===== config.mk =====
export PLATFORM = sky130hd
export DESIGN_NAME = reg_pipe_flat
export DESIGN_NICKNAME = d
export VERILOG_FILES = /design/src/rtl/reg_pipe_if.sv /design/src/rtl/reg_pipe.sv /design/src/flat_wrapper.sv
export SDC_FILE = /design/constraint.sdc
export NUM_CORES = 1
export LEC_CHECK = 0
export CAP_MARGIN = 10
export CELL_PAD_IN_SITES_DETAIL_PLACEMENT = 1
export CELL_PAD_IN_SITES_GLOBAL_PLACEMENT = 1
export CORE_UTILIZATION = 40
export DETAILED_ROUTE_END_ITERATION = 8
export PLACE_DENSITY_LB_ADDON = 0.1
export SYNTH_ARGS = -nofsm -noshare
export SYNTH_HDL_FRONTEND = slang
export SYNTH_SLANG_ARGS = --single-unit

===== constraint.sdc =====
create_clock -name clock -period 4.6 [get_ports clock]
set_input_delay 0.92 -clock clock [delete_from_list [all_inputs] [get_ports clock]]
set_output_delay 0.92 -clock clock [all_outputs]
set_load 0.05 [all_outputs]

===== src/rtl/reg_pipe_if.sv =====
// rtl/reg_pipe_if.sv - valid/ready handshake bundle for reg_pipe (input and output sides)
interface reg_pipe_if #(
  parameter int N = 8
);
  logic         in_valid;
  logic         in_ready;
  logic [N-1:0] in_data;
  logic         out_valid;
  logic         out_ready;
  logic [N-1:0] out_data;

  modport master (
    output in_valid, in_data, out_ready,
    input  in_ready, out_valid, out_data
  );

  modport slave (
    input  in_valid, in_data, out_ready,
    output in_ready, out_valid, out_data
  );
endinterface


===== src/rtl/reg_pipe.sv =====
// rtl/reg_pipe.sv - elastic pipeline register: DEPTH stages of N bits with valid/ready handshake
// Optional build macro REG_PIPE_ZERO_EN: stages that go empty also clear their data to 0.
module reg_pipe #(
  parameter  int N     = 8,
  parameter  int DEPTH = 2,
  localparam int CW    = $clog2(DEPTH + 1)
) (
  input  logic          clock,
  input  logic          reset_n,
  input  logic          flush,
  reg_pipe_if.slave     bus,
  output logic [CW-1:0] count
);

  logic [N-1:0]     data_q [DEPTH];
  logic [N-1:0]     src    [DEPTH];
  logic [DEPTH-1:0] v_q;
  logic [DEPTH-1:0] adv;
  logic [DEPTH-1:0] load;
  logic             room;
  logic             accept;
  logic             xfer;

  // Walk from the output side: a stage advances when the stage ahead has room.
  always_comb begin
    adv  = '0;
    room = bus.out_ready;
    for (int k = DEPTH - 1; k >= 0; k--) begin
      adv[k] = v_q[k] & room;
      room   = !v_q[k] | room;
    end
  end

  assign bus.in_ready  = !flush & room;
  assign accept        = bus.in_valid & bus.in_ready;
  assign xfer          = adv[DEPTH-1];
  assign bus.out_valid = v_q[DEPTH-1];
  assign bus.out_data  = data_q[DEPTH-1];

  genvar g;
  generate
    for (g = 0; g < DEPTH; g++) begin : g_src
      if (g == 0) begin : g_first
        assign src[g]  = bus.in_data;
        assign load[g] = accept;
      end else begin : g_rest
        assign src[g]  = data_q[g-1];
        assign load[g] = adv[g-1] & !flush;
      end
    end
  endgenerate

  always_ff @(posedge clock or negedge reset_n) begin
    if (!reset_n) begin
      v_q   <= '0;
      count <= '0;
      for (int k = 0; k < DEPTH; k++) begin
        data_q[k] <= '0;
      end
    end else begin
      if (flush) begin
        count <= '0;
      end else begin
        count <= count + CW'(accept) - CW'(xfer);
      end
      for (int k = 0; k < DEPTH; k++) begin
        if (flush) begin
          v_q[k] <= 1'b0;
        end else if (load[k]) begin
          v_q[k] <= 1'b1;
        end else if (adv[k]) begin
          v_q[k] <= 1'b0;
        end
`ifdef REG_PIPE_ZERO_EN
        if (load[k]) begin
          data_q[k] <= src[k];
        end else if (flush || adv[k]) begin
          data_q[k] <= '0;
        end
`else
        if (load[k]) begin
          data_q[k] <= src[k];
        end
`endif
      end
    end
  end

endmodule

===== src/flat_wrapper.sv =====
// flat-port wrapper written by rule: the top's interface ports become plain ports
module reg_pipe_flat 
#(
  parameter  int N     = 8,
  parameter  int DEPTH = 2,
  localparam int CW    = $clog2(DEPTH + 1)
)
  (clock, reset_n, flush, count, bus_in_valid, bus_in_data, bus_out_ready, bus_in_ready, bus_out_valid, bus_out_data);
  reg_pipe_if #(.N(N)) bus_i ();
  input  logic clock;
  input  logic reset_n;
  input  logic flush;
  output logic [CW-1:0] count;
  input wire logic [$bits(bus_i.in_valid)-1:0] bus_in_valid;
  input wire logic [$bits(bus_i.in_data)-1:0] bus_in_data;
  input wire logic [$bits(bus_i.out_ready)-1:0] bus_out_ready;
  output wire logic [$bits(bus_i.in_ready)-1:0] bus_in_ready;
  output wire logic [$bits(bus_i.out_valid)-1:0] bus_out_valid;
  output wire logic [$bits(bus_i.out_data)-1:0] bus_out_data;
  assign bus_i.in_valid = bus_in_valid;
  assign bus_i.in_data = bus_in_data;
  assign bus_i.out_ready = bus_out_ready;
  assign bus_in_ready = bus_i.in_ready;
  assign bus_out_valid = bus_i.out_valid;
  assign bus_out_data = bus_i.out_data;
  reg_pipe #(.N(N), .DEPTH(DEPTH)) u_core (.clock(clock), .reset_n(reset_n), .flush(flush), .bus(bus_i), .count(count));
endmodule

==> run summary <==
FINISH
--------------------------------------------------------------------------------
Filler instances                                                             214
Diode count                                                                    0
Layout overhead on the synthesized area                                    26.2%
Fraction of final layout cells with drive strength greater than 1          0.289
Multi-input logic area                                                   329 um2
Net count of the finished layout                                              99
Sequential cell area in the final layout                                 500 um2

CLOCK NETWORK
--------------------------------------------------------------------------------
Hold-fix buffer count after cts                                                0
Number of buffers inserted to repair setup after CTS                           0
CTS Sinks                                                                     20
Clock transition at the registers of the reported paths                  0.11 ns
Clk buf depth                                                                  2
Later-pin clock latency in the skew report                               0.30 ns
Buffer type at the clock tree root                                  sky130_fd_sc_hd__clkbuf_4
Number of gates resized after CTS                                              0
Number of clock buffers inserted by TritonCTS                                  3
CTS tree                                                                    done
H-tree level count                                                             1

SETUP PATH
--------------------------------------------------------------------------------
Startpoint type of the worst setup path                               input port
Reg2Reg Setup Slack                                                      2.55 ns
Type of element capturing the critical path                          output port
Arr. time, crit path                                                     2.51 ns
Register-to-Register Path Depth                                                7
WP data required                                                         3.68 ns
Capture instance of the worst register-to-register path             u_core.count[1]
Peak fanout along the critical path                                            3
R2r startpoint                                                      u_core.v_q[0]
Worst Path Class, Setup                                             input port to output port

FLOW RUN
--------------------------------------------------------------------------------
Number of max-capacitance violations reported                                  0

STA
--------------------------------------------------------------------------------
Setup violation total in the final timing report                               0
Post-route fraction of the period consumed by the critical path            0.745
Final Critical Period                                                    3.43 ns
Final hold violations                                                          0
Final setup skew                                                      0.00211 ns
Final-report max-slew violation count                                          0
Unrepaired setup endpoints after global routing                               no
Final-layout setup total negative slack                                     0 ns
Max Fclk                                                               0.292 GHz
Actual slew at the worst max-slew pin                                   0.856 ns
Headroom to the max-slew limit                                             0.428

DIE
--------------------------------------------------------------------------------
Cell Rows                                                                     16
Die span in y                                                            49.8 um
Die area                                                                2480 um2
Starting density of the core                                               0.447
Die width                                                                49.8 um
Io pins                                                                       25
Total core area                                                         2040 um2

ROUTING
--------------------------------------------------------------------------------
Starting DRC count in detailed routing                                         1
Number of detailed-routing iterations run before antenna repair                2
Remaining design rule violation count                                          0
M1 wire length                                                            657 um
Total number of vias                                                         505
Met3 wire length                                                           59 um
Top routing layer used                                                      met4
Drt via density                                                             4.59
Met2 Wirelength                                                           679 um
Drt total wl                                                             1.43 mm
DR WL/cell                                                               13.0 um
Routed Antenna Nets                                                            0

SYNTHESIS
--------------------------------------------------------------------------------
Fraction of registers with async set/reset                                  1.00
Syn Inst Count                                                                64
Portion of the post-synthesis area used by sequential elements             0.549
Number of warnings printed during yosys synthesis                              0
Largest cells by area after synthesis                               sky130_fd_sc_hd__dfrtp_1 (55%), sky130_fd_sc_hd__mux2_4 (13%), sky130_fd_sc_hd__mux2_2 (9.9%)
Top cells by instance count after synthesis                         sky130_fd_sc_hd__dfrtp_1 (20), sky130_fd_sc_hd__buf_4 (8), sky130_fd_sc_hd__mux2_2 (8), sky130_fd_sc_hd__mux2_4 (8), sky130_fd_sc_hd__nor2_1 (6)
Leading cell type by number of instances after synthesis            sky130_fd_sc_hd__dfrtp_1
Number of synthesized register bits                                           20
Mapped Nets                                                                   79
Cell Area, Synth                                                         912 um2
Biggest area consumer among synthesized cells                       sky130_fd_sc_hd__dfrtp_1
Post-Synthesis Mean Instance Area                                       14.3 um2
Share of the synthesized area in the top cell type                         0.549
Count of different cell masters after synthesis                               16
Number of flops mapped to enable cells by yosys                                0
Predominant post-synthesis flop cell                                sky130_fd_sc_hd__dfrtp_1

GLOBAL ROUTING
--------------------------------------------------------------------------------
Aggregate global routing overflow                                              0
Antenna violations before repair                                               0
Global-route total usage across every layer                                0.148
Pin count of the biggest net entering global routing                          21
Number of global-route vias before repair                                    552
First-pass GRT wire length                                               2.59 mm

POWER
--------------------------------------------------------------------------------
Largest voltage drop on the vdd net                                     0.248 mV
Combinational fraction of design power                                     0.382
Pwr/cell area                                                         463 nW/um2
Net Sw Frac                                                                0.355
Clk pwr share                                                              0.190
Leakage power                                                           0.538 nW
NetSw                                                                 0.000189 W
Power Total                                                           0.000534 W
Relative contribution of sequential cells to total power                   0.427
Internal portion of total power                                       0.000344 W

MIN PATH
--------------------------------------------------------------------------------
Endpoint of the worst hold path                                     u_core.bus.out_data[1]
Worst min path class                                                flop to flop
Start point of the worst min-delay path                             u_core.bus.out_data[1]
Number of stages on the worst hold path                                        1

PLACED DESIGN
--------------------------------------------------------------------------------
HPWL after DPL                                                           1.04 mm
GP Congestion                                                              0.661
Port Buffer Count                                                             24

OUTCOME
--------------------------------------------------------------------------------
Status                                                              finished, final reports clean

[state kept, by name (all words and copies together), names as in the netlist]
name	cells
u_core.bus.out_data	8
u_core.data_q	8
u_core.count	2
u_core.v_q	2
[cells in the final DEF (no fill, tap or decap), types with 2 or more instances in the layout]
cell | netlist | final
sky130_fd_sc_hd__inv_1 | 3 | 3
sky130_fd_sc_hd__dfrtp_1 | 20 | 20
sky130_fd_sc_hd__clkbuf_4 | 0 | 3
sky130_fd_sc_hd__clkdlybuf4s50_1 | 0 | 24
sky130_fd_sc_hd__mux2_4 | 8 | 8
sky130_fd_sc_hd__mux2_2 | 8 | 8
sky130_fd_sc_hd__nor2_1 | 6 | 6
sky130_fd_sc_hd__ha_1 | 2 | 2
[logic make-up (layout without fill, tap and decap cells)]
group,after synthesis,in the layout,synth area share
XOR/XNOR,2,2,0.0192
adder cells (fa/ha/maj),2,2,0.0274
buffers and inverters,12,31,0.0905
flip-flops,20,20,0.549
multiplexers,16,16,0.230
AND/OR/NAND/NOR,12,12,0.0837
[power groups by stage]
stage | Sequential [W] | Clock, W | Combinational, W
after detailed placement | 0.000233 | 0 | 0.000206
after global placement | 0.000230 | 0 | 0.000203
after global routing | 0.000235 | 0.000115 | 0.000215
after CTS | 0.000229 | 0.000106 | 0.000207
after floorplan | 0.000236 | 0 | 0.000161
final | 0.000228 | 0.000102 | 0.000204
[final cells by class]
class / instances / area share
sequential: 20 / 0.435
multi-input combinational: 32 / 0.286
timing repair buffer: 24 / 0.209
clock buffer: 4 / 0.0315
tap: 27 / 0.0293
inverter: 3 / 0.00978
[stage by stage]
step	utilization	instance area [um2]	hold slack (ns)	instances	worst slack [ns]
3_5_place_dp	0.546	1110	0.489	106	1.17
5_1_grt	0.564	1150	0.540	110	1.12
6_report	0.564	1150	0.515	110	1.17
3_3_place_gp	0.546	1110	0.487	106	1.17
2_1_floorplan	-	912	0.469	64	1.91
4_1_cts	0.564	1150	0.519	110	1.16
[how the worst max path moves through the flow]
stage / cells after the start / slack (ns) / start / endpoint
2_1_floorplan: 2 / 1.91 / bus_out_ready / bus_in_ready
3_3_place_gp: 4 / 1.17 / bus_out_ready / bus_in_ready
3_5_place_dp: 4 / 1.17 / bus_out_ready / bus_in_ready
4_1_cts: 4 / 1.16 / bus_out_ready / bus_in_ready
5_1_grt: 4 / 1.12 / bus_out_ready / bus_in_ready
6_report: 4 / 1.17 / bus_out_ready / bus_in_ready
[per-layer routing]
| layer | global-route usage | vias to the layer above |
|---|---|---|
| met5 | 0 | - |
| met4 | 0.0857 | 0 |
| met3 | 0.0278 | 4 |
| met2 | 0.223 | 17 |
| met1 | 0.197 | 242 |
| li1 | - | 242 |
[critical path, cell delays in order]
cell and delay [ns]:
sky130_fd_sc_hd__clkdlybuf4s50_1 0.47, sky130_fd_sc_hd__and3b_2 0.22, sky130_fd_sc_hd__nor2_1 0.08, sky130_fd_sc_hd__clkdlybuf4s50_1 0.81
Note: power is estimated with default switching activity, not from simulation.
